--- src/rtl/multu_if.sv ---
// multu_if: MULTU operation bus from ALU control to the multiplier, plus HI/LO and status back.
interface multu_if #(parameter int WIDTH = 32);
    logic [5:0]       op;
    logic [WIDTH-1:0] src_a;
    logic [WIDTH-1:0] src_b;
    logic             busy;
    logic             done;
    logic [WIDTH-1:0] hi;
    logic [WIDTH-1:0] lo;
    modport master(output op, src_a, src_b, input busy, done, hi, lo);
    modport slave(input op, src_a, src_b, output busy, done, hi, lo);
endinterface

--- src/rtl/multu_unit.sv ---
// multu_unit: sequential radix-2 shift-add 32x32 unsigned multiply / multiply-accumulate owning HI/LO.
module multu_unit #(
    parameter int         WIDTH    = 32,
    parameter logic [5:0] OP_MULTU = 6'b011001,
    parameter logic [5:0] OP_MADDU = 6'b000001
) (
    input logic     clk,
    input logic     rst_n,
    multu_if.slave  bus
);
    localparam int CW = $clog2(WIDTH);
    typedef enum logic [1:0] {IDLE, RUN, WB} state_t;
    state_t             state;
    logic [2*WIDTH:0]   prod;
    logic [WIDTH-1:0]   mcand;
    logic [CW-1:0]      count;
    logic               mode;
    logic               armed;
    logic               req;
    logic               start;
    logic [WIDTH:0]     upper;
    logic [2*WIDTH-1:0] result;
    always_comb begin
        req    = (bus.op == OP_MULTU) || (bus.op == OP_MADDU);
        start  = (state == IDLE) && req && armed;
        upper  = prod[0] ? {1'b0, prod[2*WIDTH-1:WIDTH]} + {1'b0, mcand} : prod[2*WIDTH:WIDTH];
        result = mode ? {bus.hi, bus.lo} + prod[2*WIDTH-1:0] : prod[2*WIDTH-1:0];
    end
    // armed re-arms only once op drops to non-request, so a held request starts one operation
    always_ff @(posedge clk or negedge rst_n) begin
        if (!rst_n) begin
            state    <= IDLE;
            prod     <= '0;
            mcand    <= '0;
            count    <= '0;
            mode     <= 1'b0;
            armed    <= 1'b1;
            bus.busy <= 1'b0;
            bus.done <= 1'b0;
            bus.hi   <= '0;
            bus.lo   <= '0;
        end else begin
            bus.done <= 1'b0;
            armed    <= start ? 1'b0 : (!req ? 1'b1 : armed);
            case (state)
                IDLE: if (start) begin
                    mcand    <= bus.src_a;
                    prod     <= {1'b0, {WIDTH{1'b0}}, bus.src_b};
                    mode     <= (bus.op == OP_MADDU);
                    count    <= '0;
                    bus.busy <= 1'b1;
                    state    <= RUN;
                end
                RUN: begin
                    prod  <= {1'b0, upper, prod[WIDTH-1:1]};
                    count <= count + 1'b1;
                    state <= (count == CW'(WIDTH-1)) ? WB : RUN;
                end
                WB: begin
                    {bus.hi, bus.lo} <= result;
                    bus.done         <= 1'b1;
                    bus.busy         <= 1'b0;
                    state            <= IDLE;
                end
                default: state <= IDLE;
            endcase
        end
    end
endmodule

--- src/flat_wrapper.sv ---
// flat-port wrapper written by rule: the top's interface ports become plain ports
module multu_unit_flat 
#(
    parameter int         WIDTH    = 32,
    parameter logic [5:0] OP_MULTU = 6'b011001,
    parameter logic [5:0] OP_MADDU = 6'b000001
)
  (clk, rst_n, bus_op, bus_src_a, bus_src_b, bus_busy, bus_done, bus_hi, bus_lo);
  multu_if #(.WIDTH(WIDTH)) bus_i ();
  input logic clk;
  input logic rst_n;
  input wire logic [$bits(bus_i.op)-1:0] bus_op;
  input wire logic [$bits(bus_i.src_a)-1:0] bus_src_a;
  input wire logic [$bits(bus_i.src_b)-1:0] bus_src_b;
  output wire logic [$bits(bus_i.busy)-1:0] bus_busy;
  output wire logic [$bits(bus_i.done)-1:0] bus_done;
  output wire logic [$bits(bus_i.hi)-1:0] bus_hi;
  output wire logic [$bits(bus_i.lo)-1:0] bus_lo;
  assign bus_i.op = bus_op;
  assign bus_i.src_a = bus_src_a;
  assign bus_i.src_b = bus_src_b;
  assign bus_busy = bus_i.busy;
  assign bus_done = bus_i.done;
  assign bus_hi = bus_i.hi;
  assign bus_lo = bus_i.lo;
  multu_unit #(.WIDTH(WIDTH), .OP_MULTU(OP_MULTU), .OP_MADDU(OP_MADDU)) u_core (.clk(clk), .rst_n(rst_n), .bus(bus_i));
endmodule
--- config.mk ---
export PLATFORM = sky130hd
export DESIGN_NAME = multu_unit_flat
export DESIGN_NICKNAME = d
export VERILOG_FILES = /design/src/rtl/multu_if.sv /design/src/rtl/multu_unit.sv /design/src/flat_wrapper.sv
export SDC_FILE = /design/constraint.sdc
export NUM_CORES = 1
export LEC_CHECK = 0
export BUFFER_PORTS_ARGS = -buffer_cell sky130_fd_sc_hd__buf_2
export CORE_ASPECT_RATIO = 1.25
export CORE_MARGIN = 2
export CORE_UTILIZATION = 40
export CTS_BUF_LIST = sky130_fd_sc_hd__clkbuf_16
export DETAILED_ROUTE_END_ITERATION = 10
export SETUP_SLACK_MARGIN = 0.05
export SYNTH_ARGS = -nofsm -noshare
export SYNTH_HDL_FRONTEND = slang
export SYNTH_SLANG_ARGS = --single-unit
--- constraint.sdc ---
create_clock -name clk -period 4 [get_ports clk]
set_input_delay 0.8 -clock clk [delete_from_list [all_inputs] [get_ports clk]]
set_output_delay 0.8 -clock clk [all_outputs]
set_load 0.02 [all_outputs]
## Word level (Yosys, flattened, before mapping)

Index checks and enable logic that the tools add are counted.

- Logic and storage cells: 43
- Input bits: 72
- Register bits: 172
- Output and inout port bits: 66

- Reductions and logical operators: 9
- Equality and inequality tests: 7
- $add $sub $neg: 3
- Mux-type cells: 14

Operators with widths:

| operator | number |
|---|---|
| 65-bit one-hot mux with 2 select lines | 1 |
| 65-bit 2-to-1 mux | 1 |
| 64-bit adder | 1 |
| 64-bit 2-to-1 mux | 1 |
| 32-bit by 32-bit adder with 33-bit output | 1 |
| 33-bit 2-to-1 mux | 1 |
| 5-bit one-hot mux with 2 select lines | 1 |
| 6-bit by 1-bit equality test with 1-bit output, second input constant | 1 |
| 6-bit by 5-bit equality test with 1-bit output, second input constant | 1 |
| 2-bit AND reduction | 3 |
| 5-bit by 1-bit adder with 5-bit output, second input constant | 1 |
| 5-bit equality test, second input constant | 1 |
| 5-bit 2-to-1 mux | 1 |
| 1-bit 2-to-1 mux | 4 |
| 2-bit 2-to-1 mux | 2 |
| 2-bit one-hot mux with 2 select lines | 1 |
| 2-bit nonzero test | 2 |
| 2-bit by 1-bit equality test with 1-bit output, second input constant | 1 |
| 2-bit equality test, second input constant | 1 |
| 1-bit logical AND | 2 |
| 2-bit zero test | 1 |
| 2-bit by 1-bit inequality test with 1-bit output, second input constant | 1 |
| 2-bit inequality test, second input constant | 1 |
| 1-bit one-hot mux with 2 select lines | 1 |
| 1-bit logical OR | 1 |

## Logic depth before layout (Yosys ltp)

- Depth after elaboration: 6
- Mapped depth: 12
- Gate-level depth less buffers: 12

## Worst setup path after synthesis

OpenSTA, ideal clock, no wires.

- Path type: register to register
- From: register u_core.bus.lo[0]
- To: register u_core.bus.hi[26]
- Period minus slack after synthesis: 3.188 ns
- Slack: 0.812 ns
- Library setup time: 0.126 ns
- Arrival time: 3.062 ns
- Stages on the path, launching flop included: 13
- Path buffers: 0
- Data required time: 3.874 ns
- Cells stage by stage: dfrtp_1 > ha_1 > fa_1 > a21o_1 > a221o_1 > a211oi_1 > nor3_1 > a41oi_2 > o31a_1 > o21ai_2 > a31oi_1 > xnor2_1 > a221o_1

- Cells in the longest elaborated chain, start to end: 2

Ends and longest elaborated chain:

| element | RTL line | text |
|---|---|---|
| start: declaration | multu_if.sv:11 | `modport slave(input op, src_a, src_b, output busy, done, hi, lo);` |
| start signal: assignment | multu_unit.sv:60 | `{bus.hi, bus.lo} <= result;` |
| 64-bit adder | multu_unit.sv:27 | `result = mode ? {bus.hi, bus.lo} + prod[2*WIDTH-1:0] : prod[2*WIDTH-1:0];` |
| 64-bit 2-to-1 mux | multu_unit.sv:27 |  |
| end signal: assignment | multu_unit.sv:60 |  |
| end: declaration | multu_if.sv:11 |  |

Every way passes these cells.
A chain may end at the register's enable or synchronous reset.

## Final worst setup path

- From: register u_core.prod[20]
- To: register u_core.bus.hi[31]

- Cells in the longest elaborated chain, start to end: 2

Ends and longest elaborated chain:

| element | RTL line | text |
|---|---|---|
| start: declaration | multu_unit.sv:14 | `logic [2*WIDTH:0] prod;` |
| start signal: assignment | multu_unit.sv:48 | `prod <= {1'b0, {WIDTH{1'b0}}, bus.src_b};` |
| start signal: assignment | multu_unit.sv:55 | `prod <= {1'b0, upper, prod[WIDTH-1:1]};` |
| 64-bit adder | multu_unit.sv:27 |  |
| 64-bit 2-to-1 mux | multu_unit.sv:27 |  |

Every way passes these cells.

==> impl_metrics.json <==
{
  "die-area_mm2": 0.0333,
  "gp_congestion": 0.904,
  "std_cell_rows": 73,
  "arrival_ns": 3.88,
  "synth_area_leaders": "dfrtp_1 33%, ha_1 9.5%, a21oi_1 6.3%",
  "grt_remaining_overflow": 0,
  "vias": 11100,
  "end_kind": "register",
  "cap_violations": 0,
  "hold_path_class": "primary input to asynchronous set/reset pin",
  "chipWidth_um": 164,
  "cp-startpoint": "u_core.prod[20]$_DFFE_PN0P_",
  "drt-vias-per-instance": 5.61,
  "setup.worst_path.end": "u_core.bus.hi[31]$_DFFE_PN0P_",
  "post-cts-setup-buffers": 0,
  "clk_pin_slew_ns": 0.07,
  "critPathMaxFanout": 6,
  "synth_top_family_by_area": "compound AO/OA/AOI/OAI gates",
  "finalSetupTns_ns": 0,
  "layout_common_cells": "169 x dfrtp_1, 160 x a21oi_1, 152 x nand2_1",
  "fin_skew_ns": 0.0151,
  "cellLeakagePower_nw": 7.06,
  "cpPeakStageDelay_ns": 0.51,
  "cp_num_cells": 11,
  "clk_latency_ns": 0.45,
  "r2r_slack_ns": 0.44,
  "period_share_pct": 89.0,
  "drive_above_1_share_pct": 14.8,
  "cts_tree": "built",
  "drcViolationCount": 0,
  "hold_violations": 0,
  "n_antenna_cell": 0,
  "grt_max_degree": 99,
  "grt_pass1_vias": 11200,
  "setup_violations": 0,
  "clock.fmax_ghz": 0.281,
  "slew_headroom_pct": 32.1,
  "r2r-end": "u_core.bus.hi[31]$_DFFE_PN0P_",
  "r2r_start": "u_core.prod[20]$_DFFE_PN0P_",
  "yosysSeqAreaShare_pct": 33.6,
  "crit_chain": "ha_1 > a21oi_1 > o21ai_1 > a41oi_2 > o31ai_1 > o31ai_2 > and4bb_1 > o211a_1 > or4_1 > mux2i_1 > a211o_1",
  "ys_async_sr_fraction_pct": 100,
  "maxSlewViolCount": 0,
  "io_pins": 138,
  "ys_warn_count": 0,
  "grt_pass1_wl_um": 58100,
  "cts_hold_buf": 0,
  "finalPower_mw": 11.7,
  "crit_buf_inv": 0,
  "ctsRootBufferMaster": "clkbuf_16",
  "synth_area_leader_cell": "dfrtp_1",
  "nets": 1721,
  "cp_slowest_cell": "or4_1",
  "htree_num_levels": 4,
  "min_period_ns": 3.56,
  "vdd_drop_max_v": 0.000306,
  "reg2reg_depth": 11,
  "ys.flop_type": "dfrtp_1",
  "port_buffers": 137,
  "initial_core_util_pct": 40.3,
  "drt-initial-drc-count": 641,
  "synth.net_count": 1637,
  "die_y_um": 203,
  "yosys.area_share.simple_pct": 13.5,
  "areaGrowthSynthToFinish_pct": 12.5,
  "synth_edf_count": 0,
  "cp_top_family": "compound AO/OA/AOI/OAI gates",
  "avgSynthCellArea_um2": 8.68,
  "worst_pin_slew_ns": 1.02,
  "drtPass1Iterations": 8,
  "ys_ff_latch": 171,
  "cp-start-kind": "register",
  "clock_path_buffers": 2,
  "antenna_found_initial": 0,
  "core_area_mm2": 0.0316,
  "avgRoutedWirePerCell_um": 18.3,
  "rsz0062_at_grt": "no",
  "synth_compound_area_share_pct": 24.8,
  "power_density_mw_per_mm2": 819,
  "synth-adder-area-share_pct": 9.85,
  "syn_inst": 1466,
  "cp.required_ns": 4.32,
  "path_class": "register to register",
  "ant_nets": 0,
  "synthesis.area_mm2": 0.0127,
  "cts_resized": 0,
  "cts_sinks": 171,
  "netlist-cell-type-count": 69,
  "cts_inserted_buffers": 17,
  "layout_commonest_cell": "dfrtp_1",
  "dp_hpwl_um": 26800,
  "wl_um": 36200,
  "grt_usage_pct": 22.1,
  "synth_xor_area_share_pct": 5.85,
  "synth.top_cell.area_share_pct": 33.4,
  "status": "complete, no violations",
  "synth.area.mux_share_pct": 8.75
}
==> synthesized netlist by cell type, drive strengths merged (11+ instances only) <==
| library cell | n |
|---|---|
| a211oi | 11 |
| a21o | 73 |
| a21oi | 164 |
| a31oi | 18 |
| and3 | 26 |
| buf | 14 |
| clkbuf | 74 |
| dfrtp | 170 |
| ha | 97 |
| inv | 29 |
| mux2 | 34 |
| mux2i | 73 |
| nand2 | 152 |
| nand3 | 40 |
| nand4 | 24 |
| nor2 | 70 |
| nor2b | 11 |
| o21a | 13 |
| o21ai | 160 |
| o21bai | 23 |
| xnor2 | 58 |
| xor2 | 27 |
==> cells by family (layout without fill, tap and decap cells) <==
group	Yosys count	after routing
AOI/OAI and AO/OA	519	519
buffers and inverters	117	214
adders and majority gates	99	99
muxes	107	107
xor gates and xnor gates	85	85
and+or+nand+nor	368	368
DFF	171	171
==> worst min-delay path by stage <==
stage	startpoint	end	slack, ns	depth (start not counted)
after floorplan	u_core.count[2]$_DFFE_PN0P_	u_core.count[2]$_DFFE_PN0P_	0.47	1
after global placement	u_core.bus.busy$_DFFE_PN0P_	u_core.bus.busy$_DFFE_PN0P_	0.46	2
after detailed placement	u_core.bus.busy$_DFFE_PN0P_	u_core.bus.busy$_DFFE_PN0P_	0.47	2
after CTS	rst_n	u_core.prod[2]$_DFFE_PN0P_	0.40	1
after global routing	rst_n	u_core.bus.lo[3]$_DFFE_PN0P_	0.43	1
final	rst_n	u_core.prod[4]$_DFFE_PN0P_	0.37	1
==> state kept, by name, indices dropped and copies added, names as in the netlist <==
name / flops
u_core.mode: 1
u_core.bus.hi: 32
u_core.count: 5
u_core.prod: 64
u_core.bus.done: 1
u_core.armed: 1
u_core.mcand: 32
u_core.bus.busy: 1
u_core.state: 2
u_core.bus.lo: 32
==> routing by layer <==
metal	global-route usage (%)	wire [um]
met5	0	0
met4	7.36	840
met1	27.7	16100
met2	38.8	17900
met3	3.15	1370
==> layout make-up <==
| cell class | instances | area (um2) |
|---|---|---|
| well taps | 412 | 515 |
| inverters | 29 | 109 |
| flip-flops and latches | 171 | 4280 |
| fillers | 3214 | 17300 |
| clock inverters | 15 | 138 |
| repair buffers | 153 | 837 |
| clock buffers | 17 | 425 |
| multi-input cells | 1178 | 8020 |
==> power breakdown <==
group | switching (mW) | internal (mW)
Sequential | 0.518 | 2.14
Combinational | 4.24 | 3.19
Clock | 0.730 | 0.909
Total | 5.49 | 6.24
==> through the flow <==
stage                     hold slack (ns)  util [%]  area (um2)  instances  setup slack (ns)
after CTS                           0.397      45.3       14300       1975             0.465
after global routing                0.425      45.3       14300       1975             0.205
after floorplan                     0.465         -       12700       1466             0.812
after global placement              0.461      43.5       13800       1943             0.516
final                               0.365      45.3       14300       1975             0.441
after detailed placement            0.469      43.5       13800       1943             0.498
(Power assumes the default switching activity.)
